[src/rtl/harry_porter_relay_cpu_pkg.sv]
// Shared types and opcode constants for the Harry Porter relay computer model.
// Build option HPC_STORE_EN (see top) changes how STORE decodes; nothing here depends on it.
package hpc_pkg;

   localparam int STATE_W = 96;

   typedef enum logic [1:0] {
      ST_IDLE   = 2'd0,
      ST_FETCH  = 2'd1,
      ST_JADDR  = 2'd2,
      ST_HALTED = 2'd3
   } hpc_state_e;

   typedef enum logic [2:0] {
      REG_A  = 3'd0,
      REG_B  = 3'd1,
      REG_C  = 3'd2,
      REG_D  = 3'd3,
      REG_M1 = 3'd4,
      REG_M2 = 3'd5,
      REG_X  = 3'd6,
      REG_Y  = 3'd7
   } hpc_reg_e;

   typedef enum logic [2:0] {
      ALU_ADD = 3'd0,
      ALU_INC = 3'd1,
      ALU_AND = 3'd2,
      ALU_OR  = 3'd3,
      ALU_XOR = 3'd4,
      ALU_NOT = 3'd5,
      ALU_ROL = 3'd6,
      ALU_CLR = 3'd7
   } hpc_alu_e;

   typedef struct packed {
      logic [7:0]  a;
      logic [7:0]  b;
      logic [7:0]  c;
      logic [7:0]  d;
      logic [7:0]  m1;
      logic [7:0]  m2;
      logic [7:0]  x;
      logic [7:0]  y;
      logic [15:0] pc;
      logic [7:0]  ir;
      logic        cy;
      logic        z;
      logic        s;
      logic        halt;
      logic [3:0]  pad;
   } hpc_state_word_t;

   localparam logic [7:0] MASK_MOV8  = 8'hC0;
   localparam logic [7:0] OP_MOV8    = 8'h00;
   localparam logic [7:0] MASK_SETAB = 8'hC0;
   localparam logic [7:0] OP_SETAB   = 8'h40;
   localparam logic [7:0] MASK_ALU   = 8'hF0;
   localparam logic [7:0] OP_ALU     = 8'h80;
   localparam logic [7:0] MASK_LOAD  = 8'hFC;
   localparam logic [7:0] OP_LOAD    = 8'h90;
   localparam logic [7:0] MASK_STORE = 8'hFC;
   localparam logic [7:0] OP_STORE   = 8'h98;
   localparam logic [7:0] OP_HALT    = 8'hAE;
   localparam logic [7:0] MASK_GOTO  = 8'hC3;
   localparam logic [7:0] OP_GOTO    = 8'hC0;

   function automatic logic op_match(input logic [7:0] ir, input logic [7:0] mask,
                                     input logic [7:0] op);
      return (ir & mask) == op;
   endfunction

endpackage

[src/rtl/harry_porter_relay_cpu_if.sv]
// Program-load request and state-export bus between the transaction layer and the CPU model.
interface harry_porter_relay_cpu_if #(
   parameter int OUT_WIDTH  = 96,
   parameter int INIT_BYTES = 15
);
   logic                       loadMem;
   logic [INIT_BYTES-1:0][7:0] initial_memory;
   logic [OUT_WIDTH-1:0]       returned_from_comp;
   logic                       loadMemComplete;

   modport master (
      output loadMem,
      output initial_memory,
      input  returned_from_comp,
      input  loadMemComplete
   );

   modport slave (
      input  loadMem,
      input  initial_memory,
      output returned_from_comp,
      output loadMemComplete
   );
endinterface

[src/rtl/harry_porter_relay_cpu_alu.sv]
// Combinational ALU: operates on B and C, produces result plus carry, zero and sign flags.
module hpc_alu
   import hpc_pkg::*;
(
   input  logic [7:0] b,
   input  logic [7:0] c,
   input  hpc_alu_e   f,
   output logic [7:0] result,
   output logic       cy,
   output logic       z,
   output logic       s
);
   logic [8:0] sum_s;
   logic [8:0] inc_s;

   assign sum_s = {1'b0, b} + {1'b0, c};
   assign inc_s = {1'b0, b} + 9'd1;

   // Function select; carry is only meaningful for add, increment and rotate.
   always_comb begin
      result = 8'h00;
      cy     = 1'b0;
      case (f)
         ALU_ADD: begin result = sum_s[7:0]; cy = sum_s[8]; end
         ALU_INC: begin result = inc_s[7:0]; cy = inc_s[8]; end
         ALU_AND: result = b & c;
         ALU_OR:  result = b | c;
         ALU_XOR: result = b ^ c;
         ALU_NOT: result = ~b;
         ALU_ROL: begin result = {b[6:0], b[7]}; cy = b[7]; end
         ALU_CLR: result = 8'h00;
         default: result = 8'h00;
      endcase
      z = (result == 8'h00);
      s = result[7];
   end
endmodule

[src/rtl/harry_porter_relay_cpu.sv]
// Behavioural Harry Porter relay computer: loads a program image, runs one instruction per clock.
// Define HPC_STORE_EN to let STORE write RAM; otherwise STORE decodes as a NOP.
module harry_porter_relay_cpu
   import hpc_pkg::*;
#(
   parameter int OUT_WIDTH  = 96,
   parameter int INIT_BYTES = 15
)
(
   input  logic                      clock,
   input  logic                      reset,
   harry_porter_relay_cpu_if.slave   bus
);
   hpc_state_e      state_r, next_state_s;
   logic [7:0]      ram_r [256];
   logic [7:0]      regs_r [8];
   logic [15:0]     pc_r, pc_next_s;
   logic [7:0]      ir_r, ir_s, pc_inc_s;
   logic            cy_r, z_r, s_r, halt_r, loaded_r;
   logic            reg_we_s, flags_we_s, ir_we_s, halt_set_s, load_img_s, take_s;
   logic [2:0]      reg_dst_s;
   logic [7:0]      reg_wdata_s;
   hpc_alu_e        alu_f_s;
   logic [7:0]      alu_result_s;
   logic            alu_cy_s, alu_z_s, alu_s_s;
   hpc_state_word_t word_s;
`ifdef HPC_STORE_EN
   logic            ram_we_s;
`endif

   assign ir_s     = ram_r[pc_r[7:0]];
   assign pc_inc_s = pc_r[7:0] + 8'd1;
   assign alu_f_s  = hpc_alu_e'(ir_s[2:0]);

   hpc_alu u_alu (
      .b      (regs_r[REG_B]),
      .c      (regs_r[REG_C]),
      .f      (alu_f_s),
      .result (alu_result_s),
      .cy     (alu_cy_s),
      .z      (alu_z_s),
      .s      (alu_s_s)
   );

   // FSM state register.
   always_ff @(posedge clock) begin
      if (reset) state_r <= ST_IDLE;
      else       state_r <= next_state_s;
   end

   // Decode and next-state: one instruction is fetched and executed per FETCH cycle.
   always_comb begin
      next_state_s = state_r;
      pc_next_s    = pc_r;
      reg_we_s     = 1'b0;
      reg_dst_s    = 3'd0;
      reg_wdata_s  = 8'h00;
      flags_we_s   = 1'b0;
      ir_we_s      = 1'b0;
      halt_set_s   = 1'b0;
      load_img_s   = 1'b0;
      take_s       = 1'b0;
`ifdef HPC_STORE_EN
      ram_we_s     = 1'b0;
`endif
      case (state_r)
         ST_IDLE: begin
            if (bus.loadMem) begin
               load_img_s   = 1'b1;
               next_state_s = ST_FETCH;
            end else begin
               next_state_s = ST_IDLE;
            end
         end
         ST_FETCH: begin
            ir_we_s      = 1'b1;
            pc_next_s    = {8'h00, pc_inc_s};
            next_state_s = ST_FETCH;
            if (op_match(ir_s, MASK_MOV8, OP_MOV8)) begin
               reg_we_s    = 1'b1;
               reg_dst_s   = ir_s[5:3];
               reg_wdata_s = (ir_s[5:3] == ir_s[2:0]) ? 8'h00 : regs_r[ir_s[2:0]];
            end else if (op_match(ir_s, MASK_SETAB, OP_SETAB)) begin
               reg_we_s    = 1'b1;
               reg_dst_s   = ir_s[5] ? REG_B : REG_A;
               reg_wdata_s = {{3{ir_s[4]}}, ir_s[4:0]};
            end else if (op_match(ir_s, MASK_ALU, OP_ALU)) begin
               reg_we_s    = 1'b1;
               reg_dst_s   = ir_s[3] ? REG_D : REG_A;
               reg_wdata_s = alu_result_s;
               flags_we_s  = 1'b1;
            end else if (op_match(ir_s, MASK_LOAD, OP_LOAD)) begin
               reg_we_s    = 1'b1;
               reg_dst_s   = {1'b0, ir_s[1:0]};
               reg_wdata_s = ram_r[regs_r[REG_M2]];
`ifdef HPC_STORE_EN
            end else if (op_match(ir_s, MASK_STORE, OP_STORE)) begin
               ram_we_s    = 1'b1;
`endif
            end else if (ir_s == OP_HALT) begin
               halt_set_s   = 1'b1;
               next_state_s = ST_HALTED;
            end else if (op_match(ir_s, MASK_GOTO, OP_GOTO)) begin
               next_state_s = ST_JADDR;
            end else begin
               next_state_s = ST_FETCH;
            end
         end
         ST_JADDR: begin
            // IR still holds the GOTO byte: bits 5..2 are u, s, c, z.
            take_s       = ir_r[5] | (ir_r[4] & s_r) | (ir_r[3] & cy_r) | (ir_r[2] & z_r);
            pc_next_s    = take_s ? {8'h00, ir_s} : {8'h00, pc_inc_s};
            next_state_s = ST_FETCH;
         end
         ST_HALTED: next_state_s = ST_HALTED;
         default:   next_state_s = ST_IDLE;
      endcase
   end

   // Architectural registers, flags, PC and IR.
   always_ff @(posedge clock) begin
      if (reset) begin
         for (int i = 0; i < 8; i++) regs_r[i] <= 8'h00;
         pc_r     <= 16'h0000;
         ir_r     <= 8'h00;
         cy_r     <= 1'b0;
         z_r      <= 1'b0;
         s_r      <= 1'b0;
         halt_r   <= 1'b0;
         loaded_r <= 1'b0;
      end else begin
         pc_r <= pc_next_s;
         if (ir_we_s)    ir_r <= ir_s;
         if (reg_we_s)   regs_r[reg_dst_s] <= reg_wdata_s;
         if (flags_we_s) begin
            cy_r <= alu_cy_s;
            z_r  <= alu_z_s;
            s_r  <= alu_s_s;
         end
         if (halt_set_s) halt_r   <= 1'b1;
         if (load_img_s) loaded_r <= 1'b1;
      end
   end

   // Program RAM: cleared on reset, image load zero-fills beyond the image.
   always_ff @(posedge clock) begin
      if (reset) begin
         for (int k = 0; k < 256; k++) ram_r[k] <= 8'h00;
      end else if (load_img_s) begin
         for (int k = 0; k < 256; k++) ram_r[k] <= 8'h00;
         for (int k = 0; k < INIT_BYTES; k++) ram_r[k] <= bus.initial_memory[k];
`ifdef HPC_STORE_EN
      end else if (ram_we_s) begin
         ram_r[regs_r[REG_M2]] <= regs_r[{1'b0, ir_s[1:0]}];
`endif
      end
   end

   // Pack the exported state word from registered state.
   always_comb begin
      word_s      = '0;
      word_s.a    = regs_r[REG_A];
      word_s.b    = regs_r[REG_B];
      word_s.c    = regs_r[REG_C];
      word_s.d    = regs_r[REG_D];
      word_s.m1   = regs_r[REG_M1];
      word_s.m2   = regs_r[REG_M2];
      word_s.x    = regs_r[REG_X];
      word_s.y    = regs_r[REG_Y];
      word_s.pc   = pc_r;
      word_s.ir   = ir_r;
      word_s.cy   = cy_r;
      word_s.z    = z_r;
      word_s.s    = s_r;
      word_s.halt = halt_r;
      word_s.pad  = 4'b0000;
   end

   assign bus.returned_from_comp = OUT_WIDTH'(word_s);
   assign bus.loadMemComplete    = loaded_r;
endmodule

[src/flat_wrapper.sv]
// flat-port wrapper written by rule: the top's interface ports become plain ports
module harry_porter_relay_cpu_flat import hpc_pkg::*;
#(
   parameter int OUT_WIDTH  = 96,
   parameter int INIT_BYTES = 15
)
  (clock, reset, bus_loadMem, bus_initial_memory, bus_returned_from_comp, bus_loadMemComplete);
  harry_porter_relay_cpu_if #(.OUT_WIDTH(OUT_WIDTH), .INIT_BYTES(INIT_BYTES)) bus_i ();
  input  logic clock;
  input  logic reset;
  input wire logic [$bits(bus_i.loadMem)-1:0] bus_loadMem;
  input wire logic [$bits(bus_i.initial_memory)-1:0] bus_initial_memory;
  output wire logic [$bits(bus_i.returned_from_comp)-1:0] bus_returned_from_comp;
  output wire logic [$bits(bus_i.loadMemComplete)-1:0] bus_loadMemComplete;
  assign bus_i.loadMem = bus_loadMem;
  assign bus_i.initial_memory = bus_initial_memory;
  assign bus_returned_from_comp = bus_i.returned_from_comp;
  assign bus_loadMemComplete = bus_i.loadMemComplete;
  harry_porter_relay_cpu #(.OUT_WIDTH(OUT_WIDTH), .INIT_BYTES(INIT_BYTES)) u_core (.clock(clock), .reset(reset), .bus(bus_i));
endmodule
[config.mk]
export PLATFORM = sky130hd
export DESIGN_NAME = harry_porter_relay_cpu_flat
export DESIGN_NICKNAME = d
export VERILOG_FILES = /design/src/rtl/harry_porter_relay_cpu_pkg.sv /design/src/rtl/harry_porter_relay_cpu_if.sv /design/src/rtl/harry_porter_relay_cpu_alu.sv /design/src/rtl/harry_porter_relay_cpu.sv /design/src/flat_wrapper.sv
export SDC_FILE = /design/constraint.sdc
export NUM_CORES = 1
export LEC_CHECK = 0
export BUFFER_PORTS_ARGS = -buffer_cell sky130_fd_sc_hd__clkbuf_2
export CORE_MARGIN = 2
export CORE_UTILIZATION = 57
export CTS_CLUSTER_SIZE = 10
export DETAILED_ROUTE_END_ITERATION = 7
export HOLD_SLACK_MARGIN = 0.03
export PLACE_DENSITY = 0.87
export SLEW_MARGIN = 5
export SYNTH_ARGS = -nofsm -noshare
export SYNTH_HDL_FRONTEND = slang
export SYNTH_SLANG_ARGS = --single-unit
[constraint.sdc]
create_clock -name clock -period 4.1 [get_ports clock]
set_input_delay 0 -clock clock [delete_from_list [all_inputs] [get_ports clock]]
set_output_delay 0 -clock clock [all_outputs]
set_load 0.005 [all_outputs]
==> results.md, run 1 <==
* Dpl hpwl at 28200 um
* Worst-Skew Late Latency at 530 ps
* Nets@finish at 1577
* CTS Sinks at 215
* Layout cells sized above 1 at 27.3%
* Hold path cells at 3
* CORE AREA at 21800 um^2
* Crit Path Class: reg -> reg
* First-pass GRT wire length at 65500 um
* FF+latch area at 6150 um^2
* DRC marker count from the first detailed-route iteration at 1321
* Vias per Instance at 6.50
* Num CTS Buffers at 25
* Worst vdd ir at 0.332 mV
* Number of global-route vias before repair at 11.4k
* GRT Total Usage at 36.3%
* Worst R2R Path Depth at 10
* Reg2reg setup slack at 80 ps
* Synth warnings at 0
* Fin cells at 1732
* Die Width at 153 um
* Area of the multi-input gates at 5950 um^2
* # DRC at 0
* RD Place Congestion at 1.05
* Port Buffers at 207
* Final hold vios at 0
* Root buffer cell: clkbuf_16
* CP required at 4310 ps
* Mean post-synth cell area at 11.5 um^2
* Overflow after GRT at 0
* Status: finished clean
* Placement row count at 54
* GR Util met2 at 59.9%
* Drt pass-1 iters at 6
* Setup crit start kind: flop
* Initial Util at 57.9%
* Layout Area Growth over Synthesis at 27.3%
* Worst Skew at 12.6 ps
* LEAKAGE at 6.34 nW
* Met3 GRT Util at 7.31%
* Post-synthesis sequential area ratio at 48.8%
* IO Pins at 220
* ANT nets after route at 0
* Placed instance count at 1560
* CTS tree: yes
* Grt peak-use layer: met2
* Mapped cell area at 12600 um^2
* Data arrival, critical path at 4230 ps
* Mapped Cells at 1093
* Async set-reset flop share out of synthesis at 0%
* Synth Flop Type: edfxtp_1
* Tcrit/Tclk final at 98.0%
* WL/cell at 25.1 um
* Netlist cell types at 91
* Design Area, Final at 16000 um^2
* Full die area at 23300 um^2
* Most common cell after layout, fill and taps aside: clkbuf_2
* Slowest CP cell: or3_1
* Crit path capture type: flop
* Filler cells at 1425
* Hold WC Path Type: in -> reg
* Most frequent cells in the layout: 207 x clkbuf_2, 184 x edfxtp_1, 128 x and2_1
* Clock slew at reported path FFs at 60 ps
* Instance count on the critical path at 10
* Cell Area, Placed at 14000 um^2
* H-tree depth at 1
* GR Util met1 at 43.9%
* Slew margin rel. at 40.1%
* Crit path buf inv count at 1
* Detailed Route WL at 43500 um
* CP Max Fanout at 28
* Die span in y at 153 um
* Synthesized flop and latch total at 215
* FMAX at 249 MHz
* Tmin final at 4020 ps
* Vias at 11.3k
* Crit-path leading delay family: multiplexers
* Overall power at 6.03 mW
* Slew @ Worst Pin at 898 ps
* Largest stage delay, worst path at 600 ps
* Largest net degree at the start of global routing at 122
* Max-cap violations at 0
* Final setup violation count at 0
* Power Density at 376 nW/um^2
* Number of synthesized flops with an enable pin at 184
* Initial antenna violation count at 3
* Max-slew violations at 0
* Clk buf depth at 3
* CP Cell Sequence: buf_12, mux4_2, mux2i_1, mux2i_2, a21oi_1, a31oi_1, o22ai_1, nand2_1, or3_1, nand2_2
==> routing by layer <==
layer  wire (um)  vias to the layer above
li1            -                     4769
met3        4540                      261
met2       20600                      909
met4        3330                        0
met1       15000                     5322
met5           0                        -
==> report_power, final <==
part | total, mW | internal (mW) | switching, mW | leakage (nW)
Sequential | 2.64 | 2.52 | 0.117 | 2.22
Clock | 2.05 | 1.18 | 0.874 | 0.348
Combinational | 1.35 | 0.586 | 0.761 | 3.77
Total | 6.03 | 4.28 | 1.75 | 6.34
==> Yosys cell counts, types with 6 or more instances <==
library cell	n	area (um^2)
a211oi_1	7	52.6
a21o_1	7	52.6
nor2_1	91	342
edfxtp_1	184	5530
inv_1	28	105
o21ai_0	39	195
dfxtp_1	31	621
o32ai_1	7	61.3
mux4_2	54	1220
o22ai_1	23	144
buf_4	20	150
a31oi_1	10	62.6
ha_1	23	288
clkbuf_1	40	150
buf_2	18	90.1
and2_1	128	801
xnor2_1	9	78.8
nand2_1	68	255
o211ai_1	8	60.1
a21oi_1	47	235
or3_1	6	37.5
mux2_2	6	67.6
a22oi_1	10	75.1
and3_1	6	37.5
nor2b_1	16	100
nand3_1	16	80.1
nor3_1	26	130
nand2b_1	10	62.6
mux2i_1	38	380
==> repair_timing <==
item	4_1_cts	5_1_grt
buffers inserted	0	0
hold buffers	123	0
endpoints found under the setup margin	24	37
hold endpoints to repair	133	0
gates resized for setup	1	5
==> worst register-to-register path: cells and delay by family, from the launching register on <==
kind | cells | cell delay [ps]
buffers and inverters | 1 | 270
flip-flops | 1 | 510
AND/OR/NAND/NOR | 3 | 1040
multiplexers | 3 | 1120
AO/OA/AOI/OAI | 3 | 780
==> through the flow <==
step | hold slack [ps] | setup TNS (ps) | setup slack (ps) | utilization (%)
2_1_floorplan | 72.1 | 0 | 431 | -
3_3_place_gp | 259 | 0 | 181 | 64.6
3_5_place_dp | 279 | -618 | -53.0 | 64.6
4_1_cts | 276 | 0 | 79.9 | 73.6
5_1_grt | 324 | -2.90 | -0.818 | 73.7
6_report | 287 | 0 | 81.4 | 73.7
==> cell families after synthesis <==
family                     after synthesis  synth area share (%)
AOI/OAI and AO/OA                      218                  12.1
xor gates and xnor gates                10                 0.695
adders and majority gates               24                  2.44
buffers and inverters                  114                  4.57
DFF                                    215                  48.8
muxes                                  106                  14.3
other                                    1                0.0298
and+or+nand+nor                        405                  17.0
==> final timing paths <==
check / endpoint / startpoint
max: u_core.regs_r[2][0]$_SDFFCE_PN0P_ / flop
min: u_core.ram_r[13][2]$_SDFFCE_PN0P_ / bus_initial_memory[106]
max reg2reg: u_core.regs_r[2][0]$_SDFFCE_PN0P_ / flop
min reg2reg: u_core.halt_r$_SDFFE_PP0P_ / u_core.halt_r$_SDFFE_PP0P_
==> flip-flops by register name, summed over array words and instances (netlist names), named ones only <==
register / flops
u_core.ram_r: 120
u_core.regs_r: 64
u_core.ir_r: 8
u_core.pc_r: 8
u_core.state_r: 2
u_core.bus.loadMemComplete: 1
u_core.cy_r: 1
u_core.halt_r: 1
u_core.s_r: 1
u_core.z_r: 1
==> layout make-up <==
type	instances	area share [%]
flip-flops and latches	215	38.4
clock buffers	45	4.50
diodes	3	0.0468
clock inverters	1	0.0546
well taps	280	2.19
inverters	28	0.656
multi-input cells	775	37.1
repair buffers	385	17.1
(Power assumes the default switching activity.)
==> inputs of run 2 (changes only) <==
CORE_UTILIZATION = 55   (was 57)
PLACE_DENSITY = 0.85   (was 0.87)
==> run 2 against run 1 <==
- die area grew 3.5%
- global-route usage up 0.45 points
- design area is 0.34% lower
- critical path depth stayed put
- sequential power is essentially flat
- clock skew up 14 ps
- register-to-register slack better by 70 ps
==> results.md, run 2 (synthesis results as in run 1) <==
* Die Width at 155 um (+1.8%)
* IO Pins at 220 (unchanged)
* Number of global-route vias before repair at 11.0k (-2.8%)
* Placement row count at 55 (+1.9%)
* Hold WC Path Type: in -> reg
* Clock slew at reported path FFs at 60 ps (about the same)
* Status: finished clean
* CP required at 4340 ps (+30 ps)
* DRC marker count from the first detailed-route iteration at 1317 (-0.30%)
* FMAX at 253 MHz (+1.7%)
* Largest net degree at the start of global routing at 78 (-36%)
* Initial Util at 55.8% (-2.1 points)
* Worst Skew at 26.6 ps (+13.9 ps)
* Vias per Instance at 6.35 (-2.3%)
* Root buffer cell: clkbuf_16
* Sum Neg Setup Slack at 0 ps (unchanged)
* WL/cell at 25.7 um (+2.5%)
* Overflow after GRT at 0 (unchanged)
* Dpl hpwl at 29200 um (+3.3%)
* Worst R2R Path Depth at 10 (unchanged)
* Vias at 11.0k (-2.4%)
* Layout cells sized above 1 at 26.6% (-0.65 points)
* Final core occ at 70.8% (-2.9 points)
* CTS Sinks at 215 (unchanged)
* Tmin final at 3950 ps (-66.7 ps)
* Tcrit/Tclk final at 96.4% (-1.6 points)
* H-tree depth at 1 (unchanged)
* RD Place Congestion at 0.961 (-8.2%)
* Setup crit start kind: flop
* First-pass GRT wire length at 66500 um (+1.6%)
* Die span in y at 155 um (+1.8%)
* Port Buffers at 207 (unchanged)
* Slew @ Worst Pin at 1240 ps (+344 ps)
* Crit Path Class: reg -> reg
* Full die area at 24100 um^2 (+3.5%)
* Dpl ws at 282 ps (+335 ps)
* Data arrival, critical path at 4190 ps (-40 ps)
* Num CTS Buffers at 25 (unchanged)
* Largest regs: u_core.ram_r (120), u_core.regs_r (64)
* Most frequent cells in the layout: 207 x clkbuf_2, 184 x edfxtp_1, 128 x and2_1
* Worst setup margin at 148 ps (+66.7 ps)
* ANT nets after route at 0 (unchanged)
* Max-slew violations at 0 (unchanged)
* Nets@finish at 1571 (-0.38%)
* Drt pass-1 iters at 5 (-1)
* Worst vdd ir at 0.322 mV (-3.0%)
* Clk buf depth at 3 (unchanged)
* Worst-Skew Late Latency at 530 ps (about the same)
* Most common cell after layout, fill and taps aside: clkbuf_2
* Max FFs per register at 120 (unchanged)
* Detailed Route WL at 44500 um (+2.3%)
* Power Density at 376 nW/um^2 (about the same)
* # DRC at 0 (unchanged)
* Max-cap violations at 0 (unchanged)
* Initial antenna violation count at 1 (-2)
* Layout Area Growth over Synthesis at 26.9%
* GRT Total Usage at 36.7% (+0.45 points)
* RSZ-0062 raised after global routing: false
* Hold path cells at 3 (unchanged)
* Slew margin rel. at 17.2% (-23 points)
* CP Max Fanout at 12 (-57%)
* Final setup violation count at 0 (unchanged)
* Most flop-heavy register: u_core.ram_r
* CORE AREA at 22600 um^2 (+3.7%)
* LEAKAGE at 6.30 nW (-0.56%)
* Crit path capture type: flop
* Final hold vios at 0 (unchanged)
* Post-CTS setup buffer count at 0 (unchanged)
* CTS tree: yes
==> run 2: changes by cell type in the layout (fill, tap and decap cells not counted) <==
cell and delta:
buf_4 -7, nand2_1 +4, nand2_2 -4, buf_12 +2
clkbuf_8 -2, clkinv_1 +2, diode_2 -2, dfxtp_2 +1
dfxtp_4 -1, dlygate4sd3_1 -1
==> run 2: cell type report <==
type                    count  area (um^2)
diodes                      1         2.50
clock buffers              43          693
clock inverters             3         16.3
fillers                  1564         6590
inverters                  28          105
multi-input cells         775         5940
flip-flops and latches    215         6150
well taps                 285          357
repair buffers            379         2720
==> run 2: what timing repair did <==
| action | CTS | global route |
|---|---|---|
| resized for setup | 0 | 1 |
| hold buffers | 122 | 0 |
| endpoints found under the hold margin | 124 | 0 |
| endpoints found under the setup margin | 0 | 8 |
==> run 2: path summary, 6_finish.rpt <==
| check | start | slack, ps | to |
|---|---|---|---|
| setup / recovery | flop | 150 | u_core.regs_r[1][5]$_SDFFCE_PN0P_ |
| hold / removal | bus_initial_memory[42] | 300 | u_core.ram_r[5][2]$_SDFFCE_PN0P_ |
| setup reg to reg | flop | 150 | u_core.regs_r[1][5]$_SDFFCE_PN0P_ |
| hold reg to reg | u_core.halt_r$_SDFFE_PP0P_ | 440 | u_core.halt_r$_SDFFE_PP0P_ |
==> run 2: report_power, final <==
group	switching (mW)	internal, mW	total [mW]
registers	0.113	2.52	2.63
logic	0.778	0.583	1.36
clock network	0.878	1.14	2.02
total	1.77	4.24	6.01
==> run 2: critical path: stages, from the launching register on <==
cell       delay [ps]
dfxtp_2           470
buf_12            190
mux4_2            550
mux2i_4           320
nor4_2            100
nor2_1            510
o22ai_1           180
a2111oi_0         550
and4b_1           290
o21ai_2           360
a21oi_1           150
==> run 2: metal layers <==
layer	up-vias	share of wire [%]	wire length [um]	global-route usage, %
met4	0	5.9	2620	18.1
li1	4752	-	-	-
met1	5254	36	15900	45.1
met2	799	49	21700	62.4
met3	182	9.6	4260	7.24
met5	-	0	0	0
==> run 2: through the flow <==
stage | cells | hold WS [ps] | instance area [um^2] | power (mW)
6_report | 1729 | 300 | 16000 | 6.01
5_1_grt | 1729 | 309 | 16000 | 6.16
4_1_cts | 1728 | 282 | 16000 | 5.92
3_5_place_dp | 1560 | 281 | 14000 | 3.87
3_3_place_gp | 1560 | 278 | 14000 | 3.84
2_1_floorplan | 1104 | 72.1 | 12600 | 3.40
==> inputs of run 3 (changes only) <==
CORE_ASPECT_RATIO = 1.1   (was not set)
PLACE_DENSITY = not set   (was 0.85)
PLACE_DENSITY_LB_ADDON = 0.25   (was not set)
SYNTH_HIERARCHICAL = 1   (was not set)
==> run 3 against run 2 <==
- via count is 1.0% higher
- maximum frequency is 0.13% higher
- sequential share of layout area is 1.2 points lower
- flip-flop and latch count stayed put
- register-to-register slack hardly changed
- first-iteration DRC count is 26% lower
- highest routed layer unchanged
- global-route usage is 3.1 points lower
- total power is 2.5% higher
- cell count is 5.3% higher
- die area is 3.7% higher
- synthesized cell count is 5.6% higher
- clock power hardly changed
==> results.md, run 3 <==
* Mapped Cells at 1154 (+5.6%)
* Most common cell after layout, fill and taps aside: clkbuf_2
* DRC marker count from the first detailed-route iteration at 980 (-26%)
* CP Max Fanout at 14 (+2)
* Filler cells at 1721 (+10%)
* H-tree depth at 1 (unchanged)
* Synthesized flop and latch total at 215 (unchanged)
* Data arrival, critical path at 4210 ps (+20 ps)
* Root buffer cell: clkbuf_16
* RD Place Congestion at 0.960 (about the same)
* WL/cell at 23.1 um (-10%)
* LEAKAGE at 6.58 nW (+4.5%)
* Crit Path Class: reg -> reg
* Post-synth top area cell: edfxtp_1
* Post-synthesis sequential area ratio at 47.0% (-1.8 points)
* Most frequent cells after synthesis: 184 x edfxtp_1, 127 x and2_1, 83 x nor2_1
* Worst R2R Path Depth at 16 (+6)
* Port Buffers at 207 (unchanged)
* Synth area leaders: edfxtp_1 42%, mux4_2 7.8%, and2_1 6.1%
* Status: finished clean
* Placement row count at 59 (+7.3%)
* First-pass GRT wire length at 64000 um (-3.8%)
* Final setup violation count at 0 (unchanged)
* Netlist cell types at 97 (+6.6%)
* Dpl hpwl at 28800 um (-1.2%)
* CP required at 4360 ps (+20 ps)
* Tcrit/Tclk final at 96.3% (-0.12 points)
* Post-CTS setup buffer count at 0 (unchanged)
* Worst vdd ir at 0.351 mV (+8.9%)
* Mean post-synth cell area at 11.3 um^2 (-1.7%)
* Vias per Instance at 6.10 (-4.1%)
* IO Pins at 220 (unchanged)
* Slew margin rel. at 34.4% (+17 points)
* Synth warnings at 6 (+6)
* Detailed Route WL at 42100 um (-5.4%)
* Hold path cells at 2 (-1)
* Number of global-route vias before repair at 11.2k (+1.6%)
* Most frequent cells in the layout: 207 x clkbuf_2, 184 x edfxtp_1, 127 x and2_1
* Crit path capture type: flop
* Full die area at 25000 um^2 (+3.7%)
* Tmin final at 3950 ps (-5.02 ps)
* ANT nets after route at 0 (unchanged)
* Vias at 11.1k (+1.0%)
* CP Cell Sequence: buf_4, mux2i_1, mux4_2, nand2_2, nand3_4, clkinv_4, buf_4, inv_1, buf_4, a31oi_1, o221ai_1, and3_1, a211o_1, a32oi_2, buf_4, nor3_1
* CTS tree: yes
* Slowest CP cell: mux4_2
* Slew @ Worst Pin at 984 ps (-258 ps)
* Combinational share of power at 24.4% (+1.8 points)
* Clock slew at reported path FFs at 60 ps (about the same)
* Final core occ at 70.4% (-0.42 points)
* Hold WC Path Type: in -> reg
* Worst Skew at 14.5 ps (-12.1 ps)
* Final hold vios at 0 (unchanged)
* Fraction of synthesized cell area taken by the top area cell type at 42.3% (-1.6 points)
* GRT Total Usage at 33.6% (-3.1 points)
* Number of synthesized flops with an enable pin at 184 (unchanged)
* Initial antenna violation count at 2 (+1)
* Die span in y at 166 um (+6.7%)
* Largest stage delay, worst path at 510 ps (-40 ps)
* Layout cells sized above 1 at 26.4% (-0.19 points)
* Async set-reset flop share out of synthesis at 0% (unchanged)
* Pint at 4.35 mW (+2.6%)
* Sum Neg Setup Slack at 0 ps (unchanged)
* Clk buf depth at 3 (unchanged)
* Sw Ratio at 29.4% (-0.073 points)
* NetSw at 1.81 mW (+2.3%)
* Overflow after GRT at 0 (unchanged)
* Max-slew violations at 0 (unchanged)
* Power Density at 373 nW/um^2 (-0.82%)
* # DRC at 0 (unchanged)
* Largest net degree at the start of global routing at 93 (+19%)
* Num CTS Buffers at 25 (unchanged)
* RSZ-0062 raised after global routing: false
* Nets@finish at 1643 (+4.6%)
* Drt pass-1 iters at 5 (unchanged)
* CTS Sinks at 215 (unchanged)
* Power share of the clock group at 32.2% (-1.4 points)
* FMAX at 253 MHz (+0.13%)
* Largest regs: u_core/ram_r (120), u_core/regs_r (64)
* Most flop-heavy register: u_core/ram_r
* Layout Area Growth over Synthesis at 26.4%
* Max-cap violations at 0 (unchanged)
* Initial Util at 55.7% (-0.14 points)
* Most frequent CP cell: buf_4
* Power share of the sequential group at 43.3% (-0.5 points)
* Synth Flop Type: edfxtp_1
* Setup crit start kind: flop
* Max FFs per register at 120 (unchanged)
* Count leader, synth: edfxtp_1
* Worst-Skew Late Latency at 520 ps (about the same)
* Die Width at 151 um (-2.8%)
* Mapped cell area at 13100 um^2 (+3.7%)
* CORE AREA at 23500 um^2 (+4.0%)
## run 3: cell types whose count changed after synthesis, sizes merged, moves of 10 or more
| cell | delta |
|---|---|
| and3 | +10 |
| buf | +10 |
| mux2i | +20 |
| nand2b | +10 |
| nand3 | +16 |
| nor2 | -11 |
| nor3 | +23 |
| o22ai | -20 |
## run 3: worst paths after layout
check	slack [ps]	endpoint	startpoint
max	150	u_core/regs_r[4][4]$_SDFFCE_PN0P_	flop
min	160	u_core/ir_r[4]$_SDFFE_PP0P_	reset
max reg2reg	150	u_core/regs_r[4][4]$_SDFFCE_PN0P_	flop
min reg2reg	490	u_core/ir_r[1]$_SDFFE_PP0P_	u_core/ir_r[1]$_SDFFE_PP0P_
## run 3: cell families after synthesis
kind of cell,share of synthesized area [%]
mux,13.3
xor+xnor,0.527
simple gates,19.2
flops,47.0
fa+ha+maj,2.36
other cells,0.0287
compound gates,12.1
buf+inv,5.40
## run 3: routing by layer
layer  routed length (um)  part of all wire, %  vias to the layer above  GRT usage [%]
met5                    0                    0                        -              0
met1                15500                   37                     5389           41.2
met4                 1500                  3.6                        0           12.0
li1                     -                    -                     5005              -
met2                22200                   53                      601           60.3
met3                 2950                  7.0                      106           4.49
## run 3: layout make-up
cell class / count / area [um^2] / area share, %
multi-input cells: 822 / 6300 / 38.1
flip-flops and latches: 215 / 6150 / 37.2
repair buffers: 400 / 2850 / 17.3
diodes: 2 / 5.00 / 0.0303
clock buffers: 45 / 711 / 4.30
inverters: 32 / 125 / 0.757
well taps: 305 / 382 / 2.31
## run 3: per-stage QoR
step           hold slack (ps)  cells  power (mW)  setup slack [ps]  instance area, um^2
4_1_cts                    139   1819        6.12              52.1                16500
6_report                   157   1821        6.16               153                16500
2_1_floorplan              170   1165        3.58              48.4                13100
3_3_place_gp               278   1653        4.05               145                14600
3_5_place_dp               279   1653        4.07              68.4                14600
5_1_grt                    186   1821        6.38              25.1                16500
## run 3: what timing repair did
action	4_1_cts	5_1_grt
gates resized for setup	0	3
setup endpoints to repair	0	27
endpoints found under the hold margin	122	0
hold buffers	121	0
## run 3: power by group through the flow
stage | Clock (mW) | Combinational (mW) | Sequential (mW)
after global placement | 0 | 1.35 | 2.70
after CTS | 2.00 | 1.46 | 2.66
after global routing | 2.10 | 1.60 | 2.68
after floorplan | 0 | 0.929 | 2.65
final | 1.99 | 1.51 | 2.67
after detailed placement | 0 | 1.36 | 2.71
## run 3: worst max-delay path: cells and delay by family, from the launching register on
kind / cells / cell delay, ps
buf+inv: 6 / 1170
compound gates: 4 / 950
mux: 2 / 630
flops: 1 / 470
simple gates: 4 / 460
